<file path="src/rtl/ysyx_23060236_btb_assoc_pkg.sv">
// Shared constants and types for the set-associative BTB: 2-bit direction
// counter encodings and the default address width.
package ysyx_23060236_btb_assoc_pkg;

    localparam int BTB_ADDR_LEN = 32;

    typedef logic [1:0] cnt_t;

    localparam cnt_t BTB_CNT_SNT = 2'd0;
    localparam cnt_t BTB_CNT_WNT = 2'd1;
    localparam cnt_t BTB_CNT_WT  = 2'd2;
    localparam cnt_t BTB_CNT_ST  = 2'd3;

    // Taken prediction is the counter's upper half (WT or ST).
    function automatic logic cnt_predicts_taken(input cnt_t c);
        return c[1];
    endfunction

endpackage

</file>
<file path="src/rtl/ysyx_23060236_btb_cnt2.sv">
// 2-bit saturating direction counter: next value for a resolved outcome.
module ysyx_23060236_btb_cnt2
    import ysyx_23060236_btb_assoc_pkg::*;
(
    input  cnt_t value,
    input  logic taken,
    output cnt_t next_value
);

    always_comb begin
        next_value = value;
        if (taken) begin
            if (value != BTB_CNT_ST)
                next_value = value + 2'd1;
        end else if (value != BTB_CNT_SNT) begin
            next_value = value - 2'd1;
        end
    end

endmodule

</file>
<file path="src/rtl/ysyx_23060236_btb_assoc.sv">
// Set-associative branch target buffer with per-entry 2-bit direction counters,
// round-robin replacement per set and a synchronous flush.
module ysyx_23060236_btb_assoc
    import ysyx_23060236_btb_assoc_pkg::*;
#(
    parameter int ADDR_LEN   = BTB_ADDR_LEN,
    parameter int OFFSET_LEN = 2,
    parameter int SETS       = 16,
    parameter int WAYS       = 2
) (
    input  logic                clock,
    input  logic                reset,
    input  logic [ADDR_LEN-1:0] btb_araddr,
    output logic [ADDR_LEN-1:0] btb_rdata,
    output logic                btb_hit,
    output logic                btb_taken,
    input  logic                btb_wvalid,
    input  logic [ADDR_LEN-1:0] btb_awaddr,
    input  logic [ADDR_LEN-1:0] btb_wdata,
    input  logic                btb_wtaken,
    input  logic                btb_flush
);

    localparam int INDEX_LEN = $clog2(SETS);
    localparam int TAG_LEN   = ADDR_LEN - OFFSET_LEN - INDEX_LEN;
    localparam int WAY_W     = (WAYS > 1) ? $clog2(WAYS) : 1;

    logic [SETS-1:0][WAYS-1:0]               valid;
    logic [SETS-1:0][WAYS-1:0][TAG_LEN-1:0]  tags;
    logic [SETS-1:0][WAYS-1:0][ADDR_LEN-1:0] targets;
    cnt_t [SETS-1:0][WAYS-1:0]               cnts;
    logic [SETS-1:0][WAY_W-1:0]              ptr;

    logic [INDEX_LEN-1:0] r_idx, w_idx;
    logic [TAG_LEN-1:0]   r_tag, w_tag;

    assign r_idx = btb_araddr[OFFSET_LEN+INDEX_LEN-1:OFFSET_LEN];
    assign r_tag = btb_araddr[ADDR_LEN-1:OFFSET_LEN+INDEX_LEN];
    assign w_idx = btb_awaddr[OFFSET_LEN+INDEX_LEN-1:OFFSET_LEN];
    assign w_tag = btb_awaddr[ADDR_LEN-1:OFFSET_LEN+INDEX_LEN];

    logic unused_awaddr_lo;
    assign unused_awaddr_lo = ^btb_awaddr[OFFSET_LEN-1:0];

    // Lookup side
    logic             r_hit;
    logic [WAY_W-1:0] r_way;

    always_comb begin
        r_hit = 1'b0;
        r_way = '0;
        for (int w = 0; w < WAYS; w++) begin
            if (valid[r_idx][w] && tags[r_idx][w] == r_tag) begin
                r_hit = 1'b1;
                r_way = WAY_W'(w);
            end
        end
    end

    assign btb_hit   = r_hit;
    assign btb_taken = r_hit && cnt_predicts_taken(cnts[r_idx][r_way]);
    assign btb_rdata = btb_taken ? targets[r_idx][r_way] : btb_araddr + ADDR_LEN'(4);

    // Update side: tag match and victim selection on the write set
    logic             w_hit;
    logic [WAY_W-1:0] w_way;
    logic             free_found;
    logic [WAY_W-1:0] victim;
    cnt_t             cnt_next;

    always_comb begin
        w_hit = 1'b0;
        w_way = '0;
        for (int w = 0; w < WAYS; w++) begin
            if (valid[w_idx][w] && tags[w_idx][w] == w_tag) begin
                w_hit = 1'b1;
                w_way = WAY_W'(w);
            end
        end
    end

    // Descending scan so the lowest-numbered invalid way wins.
    always_comb begin
        free_found = 1'b0;
        victim     = (WAYS > 1) ? ptr[w_idx] : '0;
        for (int w = WAYS - 1; w >= 0; w--) begin
            if (!valid[w_idx][w]) begin
                free_found = 1'b1;
                victim     = WAY_W'(w);
            end
        end
    end

    ysyx_23060236_btb_cnt2 u_cnt2 (
        .value      (cnts[w_idx][w_way]),
        .taken      (btb_wtaken),
        .next_value (cnt_next)
    );

    logic do_update, do_alloc;
    assign do_update = btb_wvalid && !btb_flush && w_hit;
    assign do_alloc  = btb_wvalid && !btb_flush && !w_hit && btb_wtaken;

    always_ff @(posedge clock or posedge reset) begin
        if (reset) begin
            valid <= '0;
            cnts  <= '0;
            ptr   <= '0;
        end else if (btb_flush) begin
            valid <= '0;
            ptr   <= '0;
        end else if (do_update) begin
            cnts[w_idx][w_way] <= cnt_next;
        end else if (do_alloc) begin
            valid[w_idx][victim] <= 1'b1;
            cnts[w_idx][victim]  <= BTB_CNT_WT;
            if (WAYS > 1 && !free_found)
                ptr[w_idx] <= WAY_W'(ptr[w_idx] + 1'b1);
        end
    end

    // Tags and targets need no reset; they are qualified by valid.
    always_ff @(posedge clock) begin
        if (do_update) begin
            targets[w_idx][w_way] <= btb_wdata;
        end else if (do_alloc) begin
            tags[w_idx][victim]    <= w_tag;
            targets[w_idx][victim] <= btb_wdata;
        end
    end

endmodule

</file>
<file path="config.mk">
export PLATFORM = sky130hd
export DESIGN_NAME = ysyx_23060236_btb_assoc
export DESIGN_NICKNAME = d
export VERILOG_FILES = /design/src/rtl/ysyx_23060236_btb_assoc_pkg.sv /design/src/rtl/ysyx_23060236_btb_cnt2.sv /design/src/rtl/ysyx_23060236_btb_assoc.sv
export SDC_FILE = /design/constraint.sdc
export NUM_CORES = 2
export LEC_CHECK = 0
export ABC_AREA = 1
export CORE_ASPECT_RATIO = 1.75
export CORE_MARGIN = 3
export CORE_UTILIZATION = 40
export DETAILED_ROUTE_END_ITERATION = 12
export DONT_BUFFER_PORTS = 1
export SLEW_MARGIN = 20
export SYNTH_ARGS = -nofsm -noshare
export SYNTH_HDL_FRONTEND = slang
export SYNTH_SLANG_ARGS = --single-unit
</file>
<file path="constraint.sdc">
create_clock -name clock -period 6.5 [get_ports clock]
set_input_delay 0.975 -clock clock [delete_from_list [all_inputs] [get_ports clock]]
set_output_delay 0.975 -clock clock [all_outputs]
set_load 0.005 [all_outputs]
</file>
==> impl_metrics.toml <==
[status]
status = "finished with violations"
violations = "max-slew violations, negative setup slack"

[die]
die_h_um = 664.5
io_pins = 135
coreArea_um2 = 246400
fp.dieW_um = 382.3
num_rows = 241
dieArea_um2 = 254100
start_util = 0.4024

[clocking]
cts_tree = "yes"
clk_latency_ns = 0.89
cts.sinks = 1968
cts_buffers = 199
cts-root-buf = "clkbuf_16"
cts_buffer_depth = 4
clkTransAtPathRegs_ns = 0.06
htree_levels = 4

[sta]
relSlewSlack = -4.738
finalSetupViolations = 34
fin_skew_ns = 0.05706
final_max_slew_viol_count = 1016
max_freq_ghz = 0.08731
finalHoldViolations = 0
finalCriticalPeriod_ns = 11.45
post-route-period-util = 1.762
worst_pin_slew_ns = 8.607
timing.final.ws_setup_ns = -4.954

[detailed_routing]
vias = 86915
ant_nets = 0
via_per_inst = 6.068
drc_errors = 0
wirelength_mm = 439.8
first_pass_iters = 9
initialDrtViolationCount = 11818
drt-wirelength-per-cell_um = 30.71

[yosys]
yosysMostFrequentCell = "nand2_1"
ys_async_sr_fraction = 0.05691
postSynthCellCount = 11224
synth_edf_count = 1856
yosysSeqAreaShare = 0.5905
synthesis.area_um2 = 99120
synth_top_area_share = 0.5623
synth_common_cells = "nand2_1, nor2_1, edfxtp_1"
ys_seq_elements = 1968
ys_warn_count = 0
synthFlopType = "edfxtp_1"
yosysTopAreaCell = "edfxtp_1"
ys_top_cells_by_area = "edfxtp_1, nand2_1, nor2_1, o21ai_0, dfrtp_1"
syn_nets = 11326
yosysUniqueCellTypes = 45
post_synth.cell_area_avg_um2 = 8.831

[global_route]
track_usage = 0.3347
grt_max_degree = 887
grt-ovfl-total = 0
antenna_found_initial = 12
first_global_vias = 83497
grt_pass1_wl_mm = 609.3

[cells_and_area]
syn_to_final_growth_pct = 10.37
fillers = 23298
drive_gt1_frac = 0.05882
nets = 10993
layout.cells.non_filler = 14323

[power]
fin_total_pwr_mw = 27.45
pwr_density_cell_nw_per_um2 = 250.9
vdd_drop_max_mv = 0.2136
power.leakage_nw = 41.52

[critical_path]
crit_required_ns = 5.52
cp-end-kind = "output pin"
cp.arrival_ns = 10.48
critical_path_class = "in -> out"
startpoint_type = "input pin"
crit_fanout = 886

[placement]
place_congestion = 1.031
dp.cells = 13970
port_buffers = 0
dp_hpwl_mm = 266.6

[flow_run]
maxCapViolations = 0

[min_path]
hold_class = "in -> async"
==> routing by layer <==
| metal | wire (µm) | GRT usage |
|---|---|---|
| met5 | 31 | 0 |
| met4 | 52140 | 0.3180 |
| met3 | 42260 | 0.06862 |
| met2 | 201700 | 0.5369 |
| met1 | 143700 | 0.3686 |
==> power by group <==
part           internal [mW]  switching, mW  leakage [nW]
clock network           6.16           5.10          2.93
logic                  0.619           1.77          20.3
registers               13.8        0.00897          18.3
total                   20.6           6.88          41.5
==> kinds of logic after synthesis <==
logic type	after synthesis	synth area share
XOR/XNOR	31	0.002739
AO/OA/AOI/OAI	2022	0.1154
flip-flops	1968	0.5905
adder cells (fa/ha/maj)	1	0.0001262
buffers and inverters	1335	0.05693
AND/OR/NAND/NOR	5867	0.2343
==> stage by stage <==
step / cell area, µm² / setup slack, ns / hold WS, ns / util / setup TNS [ns]
final: 109400 / -4.954 / 0.08211 / 0.4441 / -164.63
after global placement: 103300 / 0.5043 / 0.4549 / 0.4195 / 0
after detailed placement: 103300 / 0.4989 / 0.4612 / 0.4195 / 0
after global routing: 109400 / -0.02717 / 0.1167 / 0.4440 / -0.04710
after floorplan: 99120 / 0.6868 / 0.4419 / - / 0
after CTS: 109300 / 0.4850 / 0.06942 / 0.4438 / 0
==> path summary, 6_finish.rpt <==
check | startpoint | endpoint | slack [ns] | cells past startpoint
max | btb_araddr[2] | btb_rdata[22] | -4.95 | 17
min | reset | cnts[34] | 0.08 | 1
max reg2reg | tags[676] | targets[144] | 1.94 | 18
min reg2reg | ptr[9] | ptr[9] | 0.48 | 2
max in group asynchronous | reset | ptr[1] | 4.99 | 2
min in group clock | btb_awaddr[7] | tags[703] | 0.19 | 0
==> flip-flops by register name, summed over array words and instances (netlist names) <==
signal	count
tags	832
targets	1024
ptr	16
valid	32
cnts	64
==> final cells by class <==
type                       instances  area (µm²)  share of cell area
clock inverter                    93       790.8            0.007228
sequential                      1968       58540              0.5351
multi-input combinational       7921       35330              0.3230
clock buffer                     250        5214             0.04766
timing repair buffer             296        3448             0.03152
inverter                         505        1948             0.01781
antenna                           10       25.02           0.0002287
tap                             3280        4104             0.03751
==> placed cells by master, fill, tap and decap left out, types with 31 or more instances in the layout <==
cell type / count
o211ai_1: 153
clkbuf_1: 49
buf_4: 198
nor3_1: 42
inv_1: 456
and3_1: 100
a21oi_1: 243
buf_12: 98
clkinv_2: 31
o21ai_1: 50
nor2_1: 2058
clkinv_1: 72
nor2_4: 38
dfrtp_1: 112
o221ai_1: 101
clkbuf_16: 201
nand4_1: 56
nand2_1: 3041
a211oi_1: 65
nand3_1: 488
edfxtp_1: 1856
o22ai_1: 232
xor2_1: 31
o21ai_0: 1145
==> critical path: stages <==
cell and delay, ns:
o21ai_0 2.45, o21ai_0 0.32, nand2_1 0.13, nand2_1 0.26
a21oi_1 0.43, nand2_1 0.09, nor2_1 0.13, nand2_1 0.08
nor3_2 0.15, buf_4 0.24, nand2_1 0.10, nand2_1 0.07
nand2_1 0.12, nand2_1 0.09, buf_4 0.34, nand2_1 0.12
nand2_1 0.26
==> timing repair <==
item,4_1_cts,5_1_grt
hold buffers,0,0
endpoints found under the setup margin,0,33
gates resized for setup,0,4
buffers inserted,0,0
Power figures use the tool's default switching activity.
